--- src/rtl/ddr_bank_pkg.sv ---
// ddr_bank_pkg: shared FSM state type and beat-index sizing for the bank burst controller.
package ddr_bank_pkg;
    typedef enum logic [1:0] {IDLE, BURST, DRAIN} state_t;
    function automatic int beat_w(input int n);
        return (n > 1) ? $clog2(n) : 1;
    endfunction
    localparam int BEAT_W = beat_w(8);
endpackage

--- src/rtl/bank_burst_ctrl.sv ---
// bank_burst_ctrl: issues one BL-beat wrapped burst per command to a bank and
// reassembles read beats that return RD_LAT cycles after their column was driven.
module bank_burst_ctrl
    import ddr_bank_pkg::*;
#(
    parameter int DEVICE_WIDTH = 4,
    parameter int ROWS         = 131072,
    parameter int COLS         = 1024,
    parameter int BL           = 8,
    parameter int RD_LAT       = 1
) (
    input  logic                         clk,
    input  logic                         rst,
    input  logic                         cmd_valid,
    output logic                         cmd_ready,
    input  logic                         cmd_wr,
    input  logic [$clog2(ROWS)-1:0]      cmd_row,
    input  logic [$clog2(COLS)-1:0]      cmd_col,
    input  logic [DEVICE_WIDTH*BL-1:0]   cmd_wdata,
    output logic [DEVICE_WIDTH*BL-1:0]   rd_data,
    output logic                         rd_valid,
    output logic                         rd_o_wr,
    output logic [$clog2(ROWS)-1:0]      row,
    output logic [$clog2(COLS)-1:0]      column,
    output logic [DEVICE_WIDTH-1:0]      dqin,
    input  logic [DEVICE_WIDTH-1:0]      dqout
);
    localparam int DW  = DEVICE_WIDTH;
    localparam int RW  = $clog2(ROWS);
    localparam int CLW = $clog2(COLS);
    localparam int BW  = beat_w(BL);
    localparam int CW  = beat_w((BL > RD_LAT) ? BL : RD_LAT);
    localparam logic [CLW-1:0] MASK = CLW'(BL - 1);

    state_t               state_q, state_d;
    logic [CW-1:0]        cnt_q, cnt_d;
    logic                 wr_q, wr_d;
    logic [RW-1:0]        lrow_q, lrow_d;
    logic [CLW-1:0]       col_q, col_d;
    logic [DW*BL-1:0]     wdata_q, wdata_d;
    logic                 drive;
    logic                 rd_o_wr_q, rd_o_wr_d;
    logic [RW-1:0]        row_q, row_d;
    logic [CLW-1:0]       column_q, column_d;
    logic [DW-1:0]        dqin_q, dqin_d;
    logic [RD_LAT-1:0]    pv_q;
    logic [RD_LAT-1:0][BW-1:0] pi_q;
    logic [DW*BL-1:0]     rd_data_q;
    logic                 rd_valid_q;

    always_comb begin
        state_d = state_q;
        cnt_d   = cnt_q;
        wr_d    = wr_q;
        lrow_d  = lrow_q;
        col_d   = col_q;
        wdata_d = wdata_q;
        drive   = 1'b0;
        case (state_q)
            IDLE: if (cmd_valid) begin
                state_d = BURST;
                cnt_d   = '0;
                wr_d    = cmd_wr;
                lrow_d  = cmd_row;
                col_d   = cmd_col;
                wdata_d = cmd_wdata;
                drive   = 1'b1;
            end
            BURST: if (cnt_q == CW'(BL - 1)) begin
                state_d = wr_q ? IDLE : DRAIN;
                cnt_d   = '0;
            end else begin
                cnt_d = cnt_q + CW'(1);
                drive = 1'b1;
            end
            DRAIN: if (cnt_q == CW'(RD_LAT - 1)) begin
                state_d = IDLE;
                cnt_d   = '0;
            end else begin
                cnt_d = cnt_q + CW'(1);
            end
            default: state_d = IDLE;
        endcase
        // column wraps inside the BL-aligned block: only the low log2(BL) bits advance
        rd_o_wr_d = drive & wr_d;
        row_d     = drive ? lrow_d : '0;
        column_d  = drive ? ((col_d & ~MASK) | ((col_d + CLW'(cnt_d)) & MASK)) : '0;
        dqin_d    = (drive && wr_d) ? wdata_d[int'(cnt_d)*DW +: DW] : '0;
    end

    always_ff @(posedge clk or posedge rst) begin
        if (rst) begin
            state_q    <= IDLE;
            cnt_q      <= '0;
            wr_q       <= 1'b0;
            lrow_q     <= '0;
            col_q      <= '0;
            wdata_q    <= '0;
            rd_o_wr_q  <= 1'b0;
            row_q      <= '0;
            column_q   <= '0;
            dqin_q     <= '0;
            pv_q       <= '0;
            pi_q       <= '0;
            rd_data_q  <= '0;
            rd_valid_q <= 1'b0;
        end else begin
            state_q    <= state_d;
            cnt_q      <= cnt_d;
            wr_q       <= wr_d;
            lrow_q     <= lrow_d;
            col_q      <= col_d;
            wdata_q    <= wdata_d;
            rd_o_wr_q  <= rd_o_wr_d;
            row_q      <= row_d;
            column_q   <= column_d;
            dqin_q     <= dqin_d;
            pv_q[0]    <= (state_q == BURST) && !wr_q;
            pi_q[0]    <= BW'(cnt_q);
            for (int i = 1; i < RD_LAT; i++) begin
                pv_q[i] <= pv_q[i-1];
                pi_q[i] <= pi_q[i-1];
            end
            if (pv_q[RD_LAT-1])
                rd_data_q[int'(pi_q[RD_LAT-1])*DW +: DW] <= dqout;
            rd_valid_q <= pv_q[RD_LAT-1] && (pi_q[RD_LAT-1] == BW'(BL - 1));
        end
    end

    assign cmd_ready = (state_q == IDLE);
    assign rd_data   = rd_data_q;
    assign rd_valid  = rd_valid_q;
    assign rd_o_wr   = rd_o_wr_q;
    assign row       = row_q;
    assign column    = column_q;
    assign dqin      = dqin_q;
endmodule

--- config.mk ---
export PLATFORM = sky130hd
export DESIGN_NAME = bank_burst_ctrl
export DESIGN_NICKNAME = d
export VERILOG_FILES = /design/src/rtl/ddr_bank_pkg.sv /design/src/rtl/bank_burst_ctrl.sv
export SDC_FILE = /design/constraint.sdc
export NUM_CORES = 1
export LEC_CHECK = 0
export ABC_AREA = 1
export CORE_ASPECT_RATIO = 1.1
export CORE_MARGIN = 8
export CORE_UTILIZATION = 45
export CTS_CLUSTER_DIAMETER = 30
export DETAILED_ROUTE_END_ITERATION = 8
export GPL_TIMING_DRIVEN = 0
export PLACE_DENSITY = 0.74
export SLEW_MARGIN = 10
export SYNTH_ARGS = -nofsm -noshare
export SYNTH_HDL_FRONTEND = slang
export SYNTH_SLANG_ARGS = --single-unit
--- constraint.sdc ---
create_clock -name clk -period 4.8 [get_ports clk]
set_clock_uncertainty 0.1 [all_clocks]
set_input_delay 0.96 -clock clk [delete_from_list [all_inputs] [get_ports clk]]
set_output_delay 0.96 -clock clk [all_outputs]
set_load 0.1 [all_outputs]
==> out/qor.csv, run 1 <==
metric,value,unit
CP Data Required Time,3.74,ns
clock sinks,134,
"Hold-fix buffers, CTS",0,
CTS H-tree depth,4,
share of layout cells above drive strength 1,0.0921,
DRT iter0 DRCs,306,
ant diodes,0,
Post-CTS Setup Bufs,0,
CTS buffer count,17,
Resize count post-CTS,0,
Post-Synth Simple-Gate Area,0.210,
crit-path cells,"nor2_4, buf_6, buf_4, clkdlybuf4s50_1",
Worst-path clk slew,0.05,ns
dpl hpwl,10500,um
unrepaired setup endpoints after global routing,no,
routed wire length,14300,um
Mapped Cells,660,
flop-to-flop setup slack,2.05,ns
Max Freq,279,MHz
wire length of the first global-routing pass,23800,um
Critical Path Max Stage Delay,1.14,ns
max_cap viols,0,
TritonRoute pass-1 iters,5,
sequential-to-total area share from yosys stat,0.576,
FILL cells,1050,
largest family of logic cells by synthesized area,simple AND/OR/NAND/NOR gates,
Critical Path AT,2.53,ns
Syn Area/Cell,8.82,um2
CTS tree,done,
final core utilization,0.634,
CTS Root Cell,clkbuf_16,
largest buffer count on any clock path,2,
setup TNS,0,ns
P&R area growth vs syn,37.6,%
Crit-path slowest cell,clkdlybuf4s50_1,
Final WS setup,1.21,ns
"Slew Viols, Final",0,
startpoint of the worst hold path,cnt_q[1],
critical path class,reg -> out,
Reg2Reg Launch Point,cnt_q[0],
Final setup viols,0,
worst hold path endpoint,pi_q[1],
Final nets,889,
DRT antenna net count,0,
Setup WS pre-CTS,1.37,ns
vias in the first global route,4909,
hold depth,0,
CP startpoint kind,flip-flop,
Synth Area in XOR/XNOR,0.00150,
gr usage total,0.175,
multiplexer share of the synthesized area,0.0174,
post-synth cell types,30,
Mapped Nets,737,
drc violations,0,
Chip Height,135,um
core box area,12600,um2
Die X,124,um
mapped cell area,5820,um2
worst-margin pin slew,1.01,ns
grt ovf,0,
# rows,43,
most frequent cells in the layout,"nand2_1, dfrtp_1, clkdlybuf4s50_1",
die area,16800,um2
clk_lat worst skew,0.42,ns
# IOs,133,
"commonest non-fill, non-tap cell in the layout",nand2_1,
largest net degree at the start of global routing,74,
via count,4752,
Reg2Reg Capture Point,column[2],
worst-path maximum fanout,10,
final period utilization,0.748,
Hold Path Class,reg -> reg,
Synthesis Warnings,0,
post-synthesis adder-cell area fraction,0.0228,
Worst Reg-to-Reg Cells,13,
final hold vios,0,
I/O Buffers,132,
gpl congestion,0.850,
fin crit period,3.59,ns
Rel. slew slack,0.322,
outcome,"finished, final reports clean",
via density per instance,4.84,
crit end category,output pin,
#FFs+latches synth,134,
antenna violations before repair,0,
Starting Density,0.461,
Compound-Gate Fraction of Synth Area,0.0584,
Routed WL per cell,14.5,um
-- layout make-up --
type | count | area [um2] | share of cell area
clock buffers | 24 | 472 | 0.0589
plain buffers | 22 | 150 | 0.0187
multi-input cells | 367 | 1810 | 0.225
well taps | 157 | 196 | 0.0245
clock inverters | 8 | 170 | 0.0212
repair buffers | 133 | 1350 | 0.168
flip-flops and latches | 134 | 3350 | 0.418
inverters | 137 | 519 | 0.0648
-- state kept, by name, summed over array words and instances, names as in the netlist, 2 cells and up --
name	count
pi_q	3
dqin	4
row	17
lrow_q	17
column	10
rd_data	32
cnt_q	3
col_q	10
state_q	2
wdata_q	32
-- kinds of logic after synthesis --
group	Yosys count
fa+ha+maj	10
compound gates	64
flops	134
simple gates	283
mux	9
buf+inv	159
xor+xnor	1
-- cell usage after synthesis (all sizes together) --
cell type | count | area, um2
o31ai | 2 | 15.0
nand3b | 14 | 105
nand2 | 160 | 618
or2 | 1 | 6.26
ha | 9 | 113
dfrtp | 134 | 3350
fa | 1 | 20.0
a31oi | 1 | 6.26
mux2 | 9 | 101
nor2 | 54 | 213
clkbuf | 3 | 13.8
xnor2 | 1 | 8.76
buf | 19 | 136
nand3 | 37 | 185
inv | 137 | 514
a21boi | 1 | 7.51
o21a | 3 | 22.5
a21oi | 6 | 33.8
o21ai | 51 | 255
nor3 | 17 | 95.1
-- worst max-delay path: cells and delay by family, from the launching register on --
family / cells / cell delay, ns
buf+inv: 3 / 1.49
flops: 1 / 0.44
simple gates: 1 / 0.18
-- metal layers --
metal | up-vias | global-route usage | part of all wire
met5 | - | 0 | 0
met4 | 0 | 0.0904 | 0.029
met3 | 31 | 0.0536 | 0.058
met2 | 156 | 0.295 | 0.49
met1 | 2256 | 0.198 | 0.43
li1 | 2309 | - | -
-- stage by stage --
step / std cells / cell area, um2 / hold slack (ns)
2_1_floorplan: 660 / 5820 / 0.298
3_3_place_gp: 949 / 7340 / 0.315
3_5_place_dp: 950 / 7370 / 0.336
4_1_cts: 982 / 8020 / 0.348
5_1_grt: 982 / 8020 / 0.376
6_report: 982 / 8020 / 0.344
-- how the worst max path moves through the flow --
stage	startpoint	to	slack, ns	depth (start not counted)
final	state_q[0]	cmd_ready	1.21	4
after global routing	state_q[0]	cmd_ready	1.12	4
after CTS	state_q[0]	cmd_ready	1.19	4
after detailed placement	cmd_valid	column[2]	1.37	14
after global placement	rst	wdata_q[18]	-1.55	2
after floorplan	rst	cnt_q[0]	0.16	1
Power of run 1 is not shown: default switching activity piles up to over one toggle a cycle in this logic, so the estimate is an artifact.
==> run 2, diff against run 1 <==
--- a/config.mk
+++ b/config.mk
@@ -8,11 +8,11 @@
 export ABC_AREA = 1
 export CORE_ASPECT_RATIO = 1.1
 export CORE_MARGIN = 8
-export CORE_UTILIZATION = 45
+export CORE_UTILIZATION = 50
 export CTS_CLUSTER_DIAMETER = 30
 export DETAILED_ROUTE_END_ITERATION = 8
 export GPL_TIMING_DRIVEN = 0
-export PLACE_DENSITY = 0.74
+export PLACE_DENSITY = 0.78
 export SLEW_MARGIN = 10
 export SYNTH_ARGS = -nofsm -noshare
 export SYNTH_HDL_FRONTEND = slang
==> constraint.sdc (replaced) <==
create_clock -name clk -period 3.7 [get_ports clk]
set_clock_uncertainty 0.1 [all_clocks]
set_input_delay 0.74 -clock clk [delete_from_list [all_inputs] [get_ports clk]]
set_output_delay 0.74 -clock clk [all_outputs]
set_load 0.1 [all_outputs]
==> run 2 against run 1 <==
Register-to-register slack got worse by 1.1 ns. First-iteration DRC count fell by 6.5%. Flip-flop and latch count did not move. Sequential share of layout area fell by 0.39 points. Final cell count fell by 0.51%. Largest cell class unchanged.
==> out/qor.csv, run 2 (same netlist as run 1, synthesis figures left out) <==
metric,value,unit,change
outcome,"finished, final reports clean",,
vias in the first global route,4956,,+0.96%
Post-CTS Setup Bufs,0,,unchanged
Final Cell Area,8090,um2,+0.94%
via density per instance,4.84,,about the same
Worst Reg-to-Reg Cells,13,,unchanged
Max Freq,299,MHz,
startpoint of the worst hold path,cnt_q[1],,
worst-margin pin slew,1.05,ns,+0.0329 ns
hold depth,0,,unchanged
Reg2Reg Capture Point,column[2],,
dpl hpwl,10700,um,+1.5%
Rel. slew slack,0.300,,-0.0220
Final nets,892,,+0.34%
"commonest non-fill, non-tap cell in the layout",nand2_1,,
final hold vios,0,,unchanged
Chip Height,129,um,-4.5%
I/O Buffers,132,,unchanged
Critical Path AT,2.51,ns,-0.02 ns
Die X,119,um,-4.5%
crit end category,output pin,,
critical path class,reg -> out,,
largest net degree at the start of global routing,35,,-53%
worst hold path endpoint,pi_q[1],,
"Hold-fix buffers, CTS",0,,unchanged
CTS H-tree depth,4,,unchanged
Final setup viols,0,,unchanged
setup TNS,0,ns,unchanged
antenna violations before repair,0,,unchanged
Routed WL per cell,14.7,um,+1.3%
crit-path cells,"nor2_4, buf_6, buf_4, clkdlybuf4s50_1",,
Setup WS pre-CTS,0.497,ns,-0.871 ns
core box area,11400,um2,-9.5%
area taken by multi-input logic gates,1810,um2,unchanged
P&R area growth vs syn,38.9,%,
Hold Path Class,reg -> reg,,
CTS buffer count,17,,unchanged
Reg2Reg Launch Point,cnt_q[0],,
clock sinks,134,,unchanged
wire length of the first global-routing pass,23700,um,-0.37%
register area,3350,um2,unchanged
unrepaired setup endpoints after global routing,no,,
TritonRoute pass-1 iters,5,,unchanged
worst-path maximum fanout,10,,unchanged
Starting Density,0.509,,+0.0485
fin crit period,3.35,ns,
# rows,41,,-4.7%
FILL cells,865,,-18%
flop-to-flop setup slack,0.91,ns,-1.14 ns
drc violations,0,,unchanged
share of layout cells above drive strength 1,0.0992,,+0.00703
DRT antenna net count,0,,unchanged
Worst-path clk slew,0.06,ns,about the same
Crit-path slowest cell,clkdlybuf4s50_1,,
CTS Root Cell,clkbuf_16,,
Final WS setup,0.355,ns,-0.855 ns
largest buffer count on any clock path,2,,unchanged
final period utilization,0.904,,
grt ovf,0,,unchanged
"Slew Viols, Final",0,,unchanged
Resize count post-CTS,0,,unchanged
CP startpoint kind,flip-flop,,
routed wire length,14400,um,+0.80%
CP bufs+invs,3,,unchanged
die area,15400,um2,-8.8%
# IOs,133,,unchanged
critical path's top delay family,buffers and inverters,,
Critical Path Max Stage Delay,1.14,ns,about the same
max_cap viols,0,,unchanged
clk_lat worst skew,0.41,ns,about the same
CTS tree,done,,
ant diodes,0,,unchanged
placed cell areas,7420,um2,+0.68%
most frequent cells in the layout,"nand2_1, dfrtp_1, clkdlybuf4s50_1",,
gr usage total,0.192,,+0.0172
via count,4729,,-0.48%
gpl congestion,0.842,,-1.0%
final core utilization,0.707,,+0.0733
DRT iter0 DRCs,286,,-6.5%
CP Data Required Time,2.86,ns,-0.88 ns
run 2: stage by stage:
| stage | hold slack [ns] | std cells |
|---|---|---|
| final | 0.338 | 977 |
| after CTS | 0.338 | 977 |
| after floorplan | 0.298 | 660 |
| after detailed placement | 0.322 | 946 |
| after global routing | 0.363 | 977 |
| after global placement | 0.315 | 942 |
run 2: cell type report:
cell class                      instances  share of cell area
Tap cell                              150              0.0232
Clock inverter                         12              0.0277
Sequential cell                       134               0.414
Clock buffer                           19              0.0547
Multi-Input combinational cell        367               0.223
Buffer                                 22              0.0186
Inverter                              137              0.0640
Timing Repair Buffer                  136               0.174
run 2: worst max-delay path by stage:
stage                     slack [ns]  startpoint  cells past startpoint          end
after floorplan                 1.16   cmd_valid                     13    column[2]
after global placement          0.10         rst                      2  wdata_q[16]
after detailed placement        0.50   cmd_valid                     14    column[2]
after CTS                       0.34  state_q[0]                      4    cmd_ready
after global routing            0.28  state_q[0]                      4    cmd_ready
final                           0.35  state_q[0]                      4    cmd_ready
run 2: routing by layer:
metal | GRT usage | vias up | part of all wire
met5 | 0 | - | 0
li1 | - | 2311 | -
met2 | 0.339 | 154 | 0.51
met4 | 0.0752 | 0 | 0.022
met3 | 0.0570 | 28 | 0.063
met1 | 0.216 | 2236 | 0.41
Power of run 2 is left out for the same reason.
==> run 3, diff against run 2 <==
--- a/config.mk
+++ b/config.mk
@@ -13,7 +13,8 @@
 export DETAILED_ROUTE_END_ITERATION = 8
 export GPL_TIMING_DRIVEN = 0
 export PLACE_DENSITY = 0.78
-export SLEW_MARGIN = 10
+export RECOVER_POWER = 100
+export SLEW_MARGIN = 40
 export SYNTH_ARGS = -nofsm -noshare
 export SYNTH_HDL_FRONTEND = slang
 export SYNTH_SLANG_ARGS = --single-unit
==> run 3 against run 2 <==
Sequential share of layout area up 2.4 points. Final cell count is 0.10% higher. Critical path type is now in -> reg. Die area is the same.
==> out/qor.csv, run 3 (same netlist as run 1, synthesis figures left out) <==
metric,value,unit,change
Setup WS pre-CTS,0.490,ns,-0.00727 ns
Starting Density,0.509,,unchanged
fin crit period,3.17,ns,-0.177 ns
gpl congestion,0.842,,unchanged
Hold Path Class,reg -> reg,,
Routed WL per cell,14.3,um,-3.1%
routing usage on met2,0.313,,-0.0263
Max Freq,316,MHz,+5.6%
via count,4715,,-0.30%
CP Data Required Time,3.92,ns,+1.06 ns
I/O Buffers,132,,unchanged
ant diodes,0,,unchanged
max_cap viols,0,,unchanged
gr usage total,0.185,,-0.00711
Chip Height,129,um,unchanged
worst-margin pin slew,1.41,ns,+0.364 ns
Final WS setup,0.531,ns,+0.177 ns
Post-CTS Setup Bufs,0,,unchanged
final period utilization,0.856,,-0.0477
DRT antenna net count,0,,unchanged
"commonest non-fill, non-tap cell in the layout",nand2_1,,
drc violations,0,,unchanged
startpoint of the worst hold path,cnt_q[1],,
most frequent cells in the layout,"nand2_1, inv_1, dfrtp_1",,
M3 GR Usage,0.0635,,+0.00652
largest net degree at the start of global routing,27,,-23%
# rows,41,,unchanged
Die X,119,um,unchanged
clock sinks,134,,unchanged
Worst-path clk slew,0.05,ns,about the same
Critical Path AT,3.39,ns,+0.88 ns
GRT busiest layer,met2,,
crit end category,flip-flop,,
dpl cells,947,,+0.11%
Final setup viols,0,,unchanged
critical path class,in -> reg,,
DRT iter0 DRCs,292,,+2.1%
worst-path maximum fanout,10,,unchanged
die area,15400,um2,unchanged
Reg2Reg Launch Point,cnt_q[0],,
CTS buffer count,17,,unchanged
unrepaired setup endpoints after global routing,no,,
routed wire length,13900,um,-3.0%
CTS tree,done,,
"Slew Viols, Final",0,,unchanged
vias in the first global route,4820,,-2.7%
P&R area growth vs syn,31.3,%,
grt met1 use,0.216,,-0.000810
setup TNS,0,ns,unchanged
grt ovf,0,,unchanged
CP startpoint kind,primary input,,
Final nets,893,,+0.11%
Rel. slew slack,0.0597,,-0.240
Resize count post-CTS,0,,unchanged
CTS Root Cell,clkbuf_16,,
"non-filler cells, final",978,,+0.10%
TritonRoute pass-1 iters,4,,-1
core box area,11400,um2,unchanged
"Hold-fix buffers, CTS",0,,unchanged
largest buffer count on any clock path,2,,unchanged
via density per instance,4.82,,-0.40%
clk_lat worst skew,0.40,ns,about the same
CP Launch Point,cmd_valid,,
dpl hpwl,10400,um,-2.4%
final hold vios,0,,unchanged
antenna violations before repair,0,,unchanged
# IOs,133,,unchanged
outcome,"finished, final reports clean",,
CTS H-tree depth,4,,unchanged
wire length of the first global-routing pass,22900,um,-3.3%
share of layout cells above drive strength 1,0.0749,,-0.0243
==> run 3: cell count changes in the layout (fill, tap and decap cells not counted), moves of 3 or more <==
cell,previous run,this run
buf_2,10,5
clkbuf_1,2,79
clkdlybuf4s50_1,132,64
inv_1,131,134
inv_2,5,2
nand2_1,153,157
nand2_2,7,3
o21ai_0,41,47
o21ai_1,10,4
==> run 3: per-layer routing <==
layer / vias to the layer above / share of wire / wire [um]
met2: 140 / 0.49 / 6840
met3: 22 / 0.063 / 878
met5: - / 0 / 0
met1: 2238 / 0.43 / 5930
met4: 0 / 0.021 / 297
li1: 2315 / - / -
==> run 3: per-stage QoR <==
stage,utilization,hold slack [ns],instance area (um2)
finish,0.668,0.329,7640
global placement,0.641,0.315,7340
detailed placement,0.622,0.321,7120
floorplan,-,0.298,5830
CTS,0.683,0.332,7810
global route,0.668,0.357,7640
==> run 3: critical path, stage by stage <==
cell	delay [ns]
dlygate4sd3_1	0.57
clkbuf_1	0.27
inv_1	0.10
nand2_1	0.05
nand2_1	0.10
nand2_1	0.06
nand2_1	0.28
inv_1	0.26
fa_1	0.47
xnor2_1	0.15
or2_1	0.21
a21oi_1	0.12
==> run 3: path summary, 6_finish.rpt <==
path                                     to  cells after the start  slack [ns]
worst max-delay path              column[2]                     12        0.53
worst min-delay path                pi_q[1]                      0        0.33
worst max register to register    column[2]                     13        0.92
worst min register to register      pi_q[1]                      0        0.33
max in group asynchronous       rd_data[28]                      5        0.75
min in group asynchronous           row[13]                      2        0.86
==> run 3: final cells by class <==
type	count	area [um2]
clock buffer	19	443
clock inverter	12	249
sequential	134	3350
timing repair buffer	137	991
fill	946	3790
inverter	137	515
tap	150	188
buffer	22	121
multi-input combinational	367	1780
Power of run 3 is left out for the same reason.
